$ cat src/rtl/gcd_arbiter.sv
// gcd_arbiter: round-robin arbiter that shares one GCD core among four requesters.
module gcd_arbiter #(
  parameter int WIDTH   = 8,
  parameter int TIMEOUT = 255
) (
  input  logic               clk,
  input  logic               rst,
  input  logic [3:0]         req,
  input  logic [4*WIDTH-1:0] req_a,
  input  logic [4*WIDTH-1:0] req_b,
  output logic [3:0]         grant,
  output logic [3:0]         done,
  output logic [WIDTH-1:0]   result,
  output logic               err,
  output logic               busy,
  output logic               core_rst,
  output logic [WIDTH-1:0]   core_a,
  output logic [WIDTH-1:0]   core_b,
  output logic               core_a_available,
  output logic               core_b_available,
  input  logic [WIDTH-1:0]   core_out,
  input  logic               core_out_ready
);
  localparam int CW = $clog2(TIMEOUT + 1);
  typedef enum logic [2:0] {IDLE, CLEAR, LOAD_A, LOAD_B, WAIT, DONE} state_t;
  state_t state, state_d;
  logic [1:0] ptr, sel;
  logic [WIDTH-1:0] a_q, b_q, cand_a, cand_b;
  logic [CW-1:0] wait_cnt;
  logic err_q, rst_hold, timed_out;
  // Scan downwards so the requester closest to ptr wins.
  always_comb begin
    sel = ptr;
    for (int k = 3; k >= 0; k--) if (req[ptr + 2'(k)]) sel = ptr + 2'(k);
  end
  assign cand_a = req_a[sel*WIDTH +: WIDTH];
  assign cand_b = req_b[sel*WIDTH +: WIDTH];
  assign timed_out = wait_cnt == CW'(TIMEOUT - 1);
  always_comb begin
    state_d = state;
    case (state)
      IDLE:    state_d = ~|req ? IDLE : (cand_a == '0 || cand_b == '0) ? DONE : CLEAR;
      CLEAR:   state_d = LOAD_A;
      LOAD_A:  state_d = LOAD_B;
      LOAD_B:  state_d = WAIT;
      WAIT:    state_d = (core_out_ready || timed_out) ? DONE : WAIT;
      DONE:    state_d = IDLE;
      default: state_d = IDLE;
    endcase
  end
  assign busy             = state != IDLE;
  assign done             = state == DONE ? grant : '0;
  assign err              = state == DONE && err_q;
  assign core_rst         = rst_hold || state == CLEAR;
  assign core_a_available = state inside {LOAD_A, LOAD_B, WAIT};
  assign core_b_available = state == LOAD_B;
  assign core_a           = a_q;
  assign core_b           = b_q;
  // rst_hold keeps the core in restart until the first edge after reset release.
  always_ff @(posedge clk or negedge rst) begin
    if (!rst) begin
      state    <= IDLE;
      grant    <= '0;
      ptr      <= '0;
      a_q      <= '0;
      b_q      <= '0;
      result   <= '0;
      err_q    <= 1'b0;
      wait_cnt <= '0;
      rst_hold <= 1'b1;
    end else begin
      state    <= state_d;
      rst_hold <= 1'b0;
      if (state == IDLE && |req) begin
        grant  <= 4'b1 << sel;
        ptr    <= sel + 2'd1;
        a_q    <= cand_a < cand_b ? cand_b : cand_a;
        b_q    <= cand_a < cand_b ? cand_a : cand_b;
        err_q  <= cand_a == '0 || cand_b == '0;
        result <= '0;
      end
      if (state == LOAD_B) wait_cnt <= '0;
      else if (state == WAIT) wait_cnt <= wait_cnt + CW'(1);
      if (state == WAIT && core_out_ready) result <= core_out;
      if (state == WAIT && !core_out_ready && timed_out) err_q <= 1'b1;
      if (state == DONE) grant <= '0;
    end
  end
endmodule

$ cat config.mk
export PLATFORM = sky130hd
export DESIGN_NAME = gcd_arbiter
export DESIGN_NICKNAME = d
export VERILOG_FILES = /design/src/rtl/gcd_arbiter.sv
export SDC_FILE = /design/constraint.sdc
export NUM_CORES = 1
export LEC_CHECK = 0
export BUFFER_PORTS_ARGS = -buffer_cell sky130_fd_sc_hd__buf_2
export CORE_ASPECT_RATIO = 0.7
export CORE_MARGIN = 5
export CORE_UTILIZATION = 25
export DETAILED_ROUTE_END_ITERATION = 8
export PLACE_DENSITY = 0.5
export SLEW_MARGIN = 20
export SYNTH_ARGS = -nofsm -noshare
export SYNTH_HDL_FRONTEND = slang
export SYNTH_SLANG_ARGS = --single-unit
$ cat constraint.sdc
create_clock -name clk -period 12.1 [get_ports clk]
set_clock_uncertainty 0.1 [all_clocks]
set_input_delay 0.605 -clock clk [delete_from_list [all_inputs] [get_ports clk]]
set_output_delay 0.605 -clock clk [all_outputs]
set_load 0.005 [all_outputs]
==> flow_summary.yaml, run 1 <==
finish:
  final_util_pct: 34.4
  multi_input_area_mm2: 0.00152
  fin_cells: 513
  area_delta_synth_final_pct: 32.7
  layout-drive-gt1-share_pct: 38.6
  diodes: 0
  register_area_mm2: 0.00108
  mostFrequentLayoutCells: "buf_2, dfrtp_1, nor2_1"
  finalNetCount: 472
  final_common_cell: "buf_2"
  fillCellCount: 1076
timing:
  max_slew_margin_pct: 38.6
  post-route-period-util_pct: 38.1
  worst_pin_slew_ps: 917
  fmax_mhz: 217
  tns_ps: 0
  finalHoldViolCount: 0
  setup_viol: 0
  min_period_ps: 4610
  drv_slew: 0
  rsz0062_at_grt: "no"
  fin_ws_ps: 7490
setup_path:
  cp_max_fo: 19
  slowest_stage: "nor2b_2"
  cpPeakStageDelay_ps: 850
  start_kind: "input pin"
  r2r_start: "ptr[1]$_DFFE_PN0P_"
  endpoint_kind: "register"
  crit_required_ps: 12160
  crit_family: "simple AND/OR/NAND/NOR gates"
  crit_buf_inv: 2
  cp_data_arrival_time_ps: 4660
  path_class: "input pin to register"
  crit_chain: "buf_2 > nor2b_1 > o211ai_1 > o311ai_4 > buf_4 > mux4_2 > ha_1 > a21oi_1 > nor2b_1 > o21ai_0 > nand2b_1 > a221oi_1 > nor2b_2 > mux2i_1 > a21oi_1"
  worst_setup_path_startpoint: "req[2]"
die:
  num_rows: 31
  top_level_ports: 116
  die_h_um: 97.2
  dieArea_mm2: 0.0131
  fp.dieW_um: 135
  initial_core_util_pct: 25.9
  fp.coreArea_mm2: 0.0105
place:
  pre_cts_ws_ps: 7130
  place_inst: 505
  port_buffers: 115
  hpwl_um: 5930
  finalWeightedCongestion: 0.775
power:
  p_sw_mw: 0.351
  switching_share_pct: 40.4
  seqPwrFrac_pct: 27.4
  pwr-share-comb_pct: 54.6
  leakagePower_nw: 1.83
  peakVddDrop_v: 0.0000770
  p_clk_share_pct: 18.1
  p_per_area_mw_per_mm2: 241
  p_int_mw: 0.518
  power_mw: 0.869
clock_tree:
  clockBufferDepth: 2
  htreeDepth: 2
  cts_setup_buffers: 0
  path_clk_slew_ps: 60
  cts_resized: 0
  cts_tree: "yes"
  cts_sinks: 43
  clk_latency_ps: 280
  holdBufCountCts: 0
  root_buffer: "clkbuf_16"
  cts_buffers: 5
routing:
  firstDrtPassIters: 4
  drtIter0Drc: 125
  routed_via_density: 4.64
  route.detailed.drc: 0
  avgRoutedWirePerCell_um: 14.4
  via_count: 2378
  totalWireLength_um: 7390
  antenna_left: 0
global_routing:
  antenna_found_initial: 0
  gr-usage-met3_pct: 3.67
  grt_use_met2_pct: 18.1
  grt_pass1_wl_um: 12600
  grt_overflow: 0
  grt_usage_pct: 11.7
  grtUsageMet1_pct: 16.3
  grt_pass1_vias: 2472
  gr-max-usage-layer: "met2"
  grt_max_degree: 44
hold_path:
  hold_path_class: "input pin to asynchronous set/reset pin"
synthesis:
  synth_nets: 357
  yosys.area.top_type: "dfrtp_1"
  synth.avg_cell_area_um2: 10.3
  ys_seq_area_share_pct: 39.7
  ys_seq_elements: 43
  syn_area_mm2: 0.00272
  yosysWarnings: 0
  yosysTopAreaCellShare_pct: 38.7
  synth_cell_types: 42
  ys_top_cells_by_area: "dfrtp_1, mux4_2, ha_1"
  netlist_instances: 265
run:
  drv_cap: 0
outcome:
  status: "completed"
state kept, by name, indices dropped and copies added, names as in the netlist:
signal and flops:
core_a 8, core_b 8, err_q 1, grant 4
ptr 2, result 8, rst_hold 1, state 3
wait_cnt 8
worst paths after layout:
path	endpoint	slack, ps	cells past startpoint
min	wait_cnt[5]$_DFFE_PN0P_	210	1
max in group asynchronous	core_a[3]$_DFFE_PN0P_	11300	1
max	core_b[1]$_DFFE_PN0P_	7490	15
min in group clk	core_b[0]$_DFFE_PN0P_	370	2
min reg2reg	core_b[0]$_DFFE_PN0P_	370	2
max reg2reg	core_b[1]$_DFFE_PN0P_	7500	14
logic make-up (layout without fill, tap and decap cells):
logic type	count (synthesis)	after routing	synth area share, %
adder cells (fa/ha/maj)	13	13	5.99
buffers and inverters	28	144	4.88
AND/OR/NAND/NOR	96	96	17.0
other	1	1	0.138
AO/OA/AOI/OAI	51	51	12.6
multiplexers	30	30	18.7
XOR/XNOR	3	3	0.967
flip-flops	43	43	39.7
through the flow:
step | hold slack, ps | area, um2
2_1_floorplan | 209 | 2720
3_3_place_gp | 384 | 3430
3_5_place_dp | 377 | 3430
4_1_cts | 391 | 3600
5_1_grt | 261 | 3600
6_report | 210 | 3600
power groups by stage:
stage / sequential (mW) / clock, mW / combinational, mW
floorplan: 0.235 / 0 / 0.361
global placement: 0.240 / 0 / 0.476
detailed placement: 0.239 / 0 / 0.484
CTS: 0.238 / 0.163 / 0.485
global route: 0.245 / 0.170 / 0.542
finish: 0.238 / 0.157 / 0.474
layout make-up:
type	count	area share [%]
clock buffer	6	3.85
clock inverter	2	0.972
inverter	18	1.87
multi-input combinational	194	42.2
sequential	43	29.9
tap	132	4.58
timing repair buffer	118	16.7
worst register-to-register path, stage by stage (launching register included):
cell,delay (ps)
dfrtp_1,440
nor2b_1,260
o211ai_1,160
o311ai_4,100
buf_4,350
mux4_2,620
ha_1,340
a21oi_1,150
nor2b_1,50
o21ai_0,140
nand2b_1,70
a221oi_1,480
nor2b_2,850
mux2i_1,290
a21oi_1,80
cells in the mapped netlist (all sizes together):
cell type / count
dfrtp: 42
nor2: 28
nand2: 24
a21oi: 23
inv: 18
mux4: 16
mux2i: 14
ha: 13
nand3: 11
o21ai: 10
a22o: 8
clkbuf: 7
and2: 6
nor2b: 5
nand2b: 4
nor4: 4
and3: 3
buf: 3
nand4: 3
or2: 3
a211o: 2
o211ai: 2
xnor2: 2
a2111oi: 1
a21o: 1
a221oi: 1
conb: 1
dfstp: 1
nand3b: 1
nand4b: 1
nor3: 1
nor3b: 1
o21a: 1
o311ai: 1
o31ai: 1
or3: 1
xor2: 1
layer usage:
layer	up-vias	part of all wire (%)	routed length, um
li1	1189	-	-
met1	1106	47	3490
met2	75	45	3340
met3	8	6.5	483
met4	0	0.83	61
met5	-	0	0
Note: power is estimated with default switching activity, not from simulation.
==> run 2, diff against run 1 <==
==> constraint.sdc (replaced) <==
create_clock -name clk -period 4.8 [get_ports clk]
set_clock_uncertainty 0.1 [all_clocks]
set_input_delay 0.24 -clock clk [delete_from_list [all_inputs] [get_ports clk]]
set_output_delay 0.24 -clock clk [all_outputs]
set_load 0.005 [all_outputs]
==> run 2 against run 1 <==
Effect of this change: register-to-register slack got worse by 6900 ps; routed wire length rose by 3.3%; die area is the same; final cell count is 0.39% higher; worst hold slack got worse by 120 ps; clock-buffer cell count unchanged.
==> flow_summary.yaml, run 2 (synthesis results as in run 1) <==
timing:
  worst_pin_slew_ps: 805
  max_slew_margin_pct: 46.2
  setup_viol: 0
  fmax_mhz: 240
  post-route-period-util_pct: 86.7
  drv_slew: 0
  min_period_ps: 4160
  rsz0062_at_grt: "no"
  finalHoldViolCount: 0
  tns_ps: 0
die:
  dieArea_mm2: 0.0131
  fp.dieW_um: 135
  top_level_ports: 116
  num_rows: 31
  fp.coreArea_mm2: 0.0105
  initial_core_util_pct: 25.9
  die_h_um: 97.2
global_routing:
  grt_overflow: 0
  antenna_found_initial: 0
  grt_max_degree: 44
  grt_usage_pct: 12.0
  grt_pass1_wl_um: 12800
  grt_pass1_vias: 2522
outcome:
  status: "completed"
finish:
  finalNetCount: 474
  mostFrequentLayoutCells: "buf_2, dfrtp_1, nor2_1"
  area_delta_synth_final_pct: 32.1
  final_common_cell: "buf_2"
  layout-drive-gt1-share_pct: 38.4
  multi_input_area_mm2: 0.00152
  register_area_mm2: 0.00108
  fillCellCount: 1097
  diodes: 0
setup_path:
  start_kind: "register"
  cp_max_fo: 14
  cp_data_arrival_time_ps: 4210
  crit_required_ps: 4850
  endpoint_kind: "register"
  path_class: "register to register"
  regToRegSetupSlack_ps: 640
power:
  peakVddDrop_v: 0.000199
  p_int_mw: 1.25
  p_clk_share_pct: 15.6
  pwr-share-comb_pct: 56.5
  leakagePower_nw: 1.82
  p_per_area_mw_per_mm2: 597
  switching_share_pct: 41.7
  seqPwrFrac_pct: 27.9
  p_sw_mw: 0.894
  power_mw: 2.14
place:
  hpwl_um: 6170
  port_buffers: 115
  finalWeightedCongestion: 0.722
clock_tree:
  root_buffer: "clkbuf_16"
  clockBufferDepth: 2
  cts_sinks: 43
  htreeDepth: 2
  cts_buffers: 5
  cts_tree: "yes"
  path_clk_slew_ps: 70
  cts_setup_buffers: 0
  clk_latency_ps: 280
run:
  drv_cap: 0
routing:
  route.detailed.drc: 0
  routed_via_density: 4.65
  avgRoutedWirePerCell_um: 14.8
  via_count: 2395
  firstDrtPassIters: 4
  totalWireLength_um: 7630
  antenna_left: 0
  drtIter0Drc: 107
hold_path:
  hold_path_class: "input pin to register"
-- run 2: changes by cell type in the layout (fill, tap and decap cells not counted) --
cell           before  now
buf_4               4    5
clkbuf_8            1    0
clkinvlp_4          0    1
dlygate4sd3_1       0    1
clkbuf_1            0    1
bufinv_16           1    0
-- run 2: final cells by class --
class / instances / area share [%]
sequential: 43 / 30.0
inverter: 18 / 1.88
timing repair buffer: 120 / 17.2
clock inverter: 2 / 0.349
tap: 132 / 4.60
clock buffer: 6 / 3.59
multi-input combinational: 194 / 42.3
-- run 2: metrics by stage --
step | std cells | hold WS (ps) | setup WS [ps] | utilization [%] | instance area, um2
finish | 515 | 87.7 | 638 | 34.3 | 3590
global route | 515 | 86.0 | 161 | 34.3 | 3590
CTS | 514 | 58.6 | 560 | 34.1 | 3580
detailed placement | 506 | 368 | 579 | 32.8 | 3430
global placement | 506 | 358 | 609 | 32.8 | 3430
floorplan | 265 | -156 | 694 | - | 2720
-- run 2: final timing paths --
kind / from / endpoint / cells after the start
max: ptr[1]$_DFFE_PN0P_ / core_b[2]$_DFFE_PN0P_ / 13
min: core_out[7] / result[7]$_DFFE_PN0P_ / 2
max reg2reg: ptr[1]$_DFFE_PN0P_ / core_b[2]$_DFFE_PN0P_ / 13
min reg2reg: wait_cnt[7]$_DFFE_PN0P_ / wait_cnt[7]$_DFFE_PN0P_ / 1
max in group asynchronous: rst / core_a[4]$_DFFE_PN0P_ / 2
min in group asynchronous: rst / grant[0]$_DFFE_PN0P_ / 2
-- run 2: power by group through the flow --
stage                     Clock [mW]  Sequential (mW)  Combinational (mW)
final                          0.335            0.598                1.21
after global routing           0.364            0.621                1.38
after CTS                      0.345            0.600                1.24
after detailed placement           0            0.603                1.24
after global placement             0            0.605                1.22
after floorplan                    0            0.591               0.911
-- run 2: worst max-delay path, cell delays in order, from the launching register on --
cell      delay [ps]
dfrtp_1          420
nor3_1           110
o311ai_4         670
mux4_2           650
ha_1             330
a21oi_1          170
nor2b_1           60
o21ai_0          140
nand2b_1          80
a221oi_1         480
nor2b_2          230
buf_4            250
mux2i_1          230
a21oi_1           80
-- run 2: timing repair --
action,4_1_cts,5_1_grt
hold buffers,0,1
resized for setup,0,0
endpoints found under the hold margin,0,42
-- run 2: per-layer routing --
metal / wire [um] / up-vias / global-route usage (%)
met5: 0 / - / 0
met4: 56 / 0 / 2.11
met3: 463 / 6 / 3.52
met2: 3490 / 72 / 19.2
met1: 3620 / 1134 / 16.3
li1: - / 1183 / -
==> run 3, diff against run 2 <==
--- a/config.mk
+++ b/config.mk
@@ -6,7 +6,7 @@
 export NUM_CORES = 1
 export LEC_CHECK = 0
 export BUFFER_PORTS_ARGS = -buffer_cell sky130_fd_sc_hd__buf_2
-export CORE_ASPECT_RATIO = 0.7
+export CORE_ASPECT_RATIO = 1.1
 export CORE_MARGIN = 5
 export CORE_UTILIZATION = 25
 export DETAILED_ROUTE_END_ITERATION = 8
==> run 3 against run 2 <==
Effect of this change: sequential power shrank 0.7%; sequential share of layout area decreased by 0.37 points; flip-flop and latch count is the same; register-to-register slack better by 180 ps; first-iteration DRC count increased by 3.7%.
==> flow_summary.yaml, run 3 (synthesis results as in run 1) <==
routing:
  route.detailed.drc: 0
  drtIter0Drc: 111
  routed_via_density: 4.48
  via_count: 2382
  avgRoutedWirePerCell_um: 14.1
  firstDrtPassIters: 4
  antenna_left: 0
  totalWireLength_um: 7490
global_routing:
  grt_max_degree: 44
  grt_overflow: 0
  gr-max-usage-layer: "met2"
  grtUsageMet1_pct: 16.0
  grt_use_met2_pct: 18.9
  grt_pass1_wl_um: 12400
  grt_pass1_vias: 2505
  gr-usage-met3_pct: 2.28
  grt_usage_pct: 11.7
  antenna_found_initial: 0
die:
  die_h_um: 119
  fp.dieW_um: 109
  top_level_ports: 116
  num_rows: 40
  dieArea_mm2: 0.0131
  fp.coreArea_mm2: 0.0108
  initial_core_util_pct: 25.2
setup_path:
  cp_data_arrival_time_ps: 4020
  crit_required_ps: 4840
  start_kind: "register"
  endpoint_kind: "register"
  crit_family: "compound AO/OA/AOI/OAI gates"
  cp_common_cell: "buf_4"
  cpPeakStageDelay_ps: 630
  worst_setup_path_startpoint: "ptr[1]$_DFFE_PN0P_"
  slowest_stage: "o311ai_4"
  r2r_start: "ptr[1]$_DFFE_PN0P_"
  cp_max_fo: 14
  path_class: "register to register"
  crit_buf_inv: 3
  crit_chain: "nor3_1 > o311ai_4 > buf_4 > mux4_2 > ha_1 > a21o_1 > a221oi_1 > buf_4 > nor2b_2 > buf_4 > mux2i_1 > a21oi_1"
finish:
  layout-drive-gt1-share_pct: 39.0
  finalNetCount: 476
  final_util_pct: 33.8
  diodes: 0
  final_common_cell: "buf_2"
  mostFrequentLayoutCells: "buf_2, dfrtp_1, nor2_1"
  area_delta_synth_final_pct: 33.8
  fillCellCount: 1135
clock_tree:
  cts_buffers: 5
  cts_resized: 0
  clockBufferDepth: 2
  cts_setup_buffers: 0
  root_buffer: "clkbuf_16"
  htreeDepth: 2
  cts_sinks: 43
  cts_tree: "yes"
  clk_latency_ps: 280
  path_clk_slew_ps: 60
  holdBufCountCts: 0
hold_path:
  hold_start: "core_out[0]"
  hold_path_class: "input pin to register"
place:
  port_buffers: 115
  hpwl_um: 6050
  finalWeightedCongestion: 0.819
timing:
  min_period_ps: 3980
  rsz0062_at_grt: "no"
  finalHoldViolCount: 0
  drv_slew: 0
  tns_ps: 0
  setup_viol: 0
  post-route-period-util_pct: 82.9
  max_slew_margin_pct: 50.2
  worst_pin_slew_ps: 746
  fmax_mhz: 251
power:
  peakVddDrop_v: 0.000217
  power_mw: 2.18
  leakagePower_nw: 1.84
  p_per_area_mw_per_mm2: 599
outcome:
  status: "completed"
run:
  drv_cap: 0
## run 3: per-stage QoR
stage	std cells	hold WS (ps)	cell area, um2	setup WS, ps
finish	532	90.3	3630	821
global placement	523	374	3470	934
CTS	531	78.6	3620	779
global route	532	92.4	3630	538
detailed placement	523	373	3470	807
floorplan	265	-156	2720	694
## run 3: worst paths after layout
kind,end,slack (ps),depth (start not counted)
min,result[0]$_DFFE_PN0P_,90,2
max in group asynchronous,result[6]$_DFFE_PN0P_,3810,2
max,core_a[1]$_DFFE_PN0P_,820,12
min in group asynchronous,core_a[7]$_DFFE_PN0P_,390,2
min reg2reg,result[4]$_DFFE_PN0P_,400,1
max reg2reg,core_a[1]$_DFFE_PN0P_,820,12
## run 3: metal layers
layer / part of all wire [%] / vias up
met5: 0 / -
met4: 0.96 / 0
met3: 6.1 / 5
met2: 47 / 77
met1: 46 / 1107
li1: - / 1193
## run 3: where the power goes
group	internal (mW)	switching, mW	leakage, nW
sequential	0.497	0.0973	0.537
clock	0.208	0.140	0.0772
combinational	0.578	0.657	1.23
## run 3: area by class of cell
| cell class | instances | area [um2] | share of cell area [%] |
|---|---|---|---|
| Multi-Input combinational cell | 194 | 1520 | 41.8 |
| Sequential cell | 43 | 1080 | 29.6 |
| Timing Repair Buffer | 122 | 633 | 17.4 |
| Tap cell | 147 | 184 | 5.06 |
| Clock buffer | 6 | 139 | 3.82 |
| Inverter | 18 | 67.6 | 1.86 |
| Clock inverter | 2 | 13.8 | 0.379 |
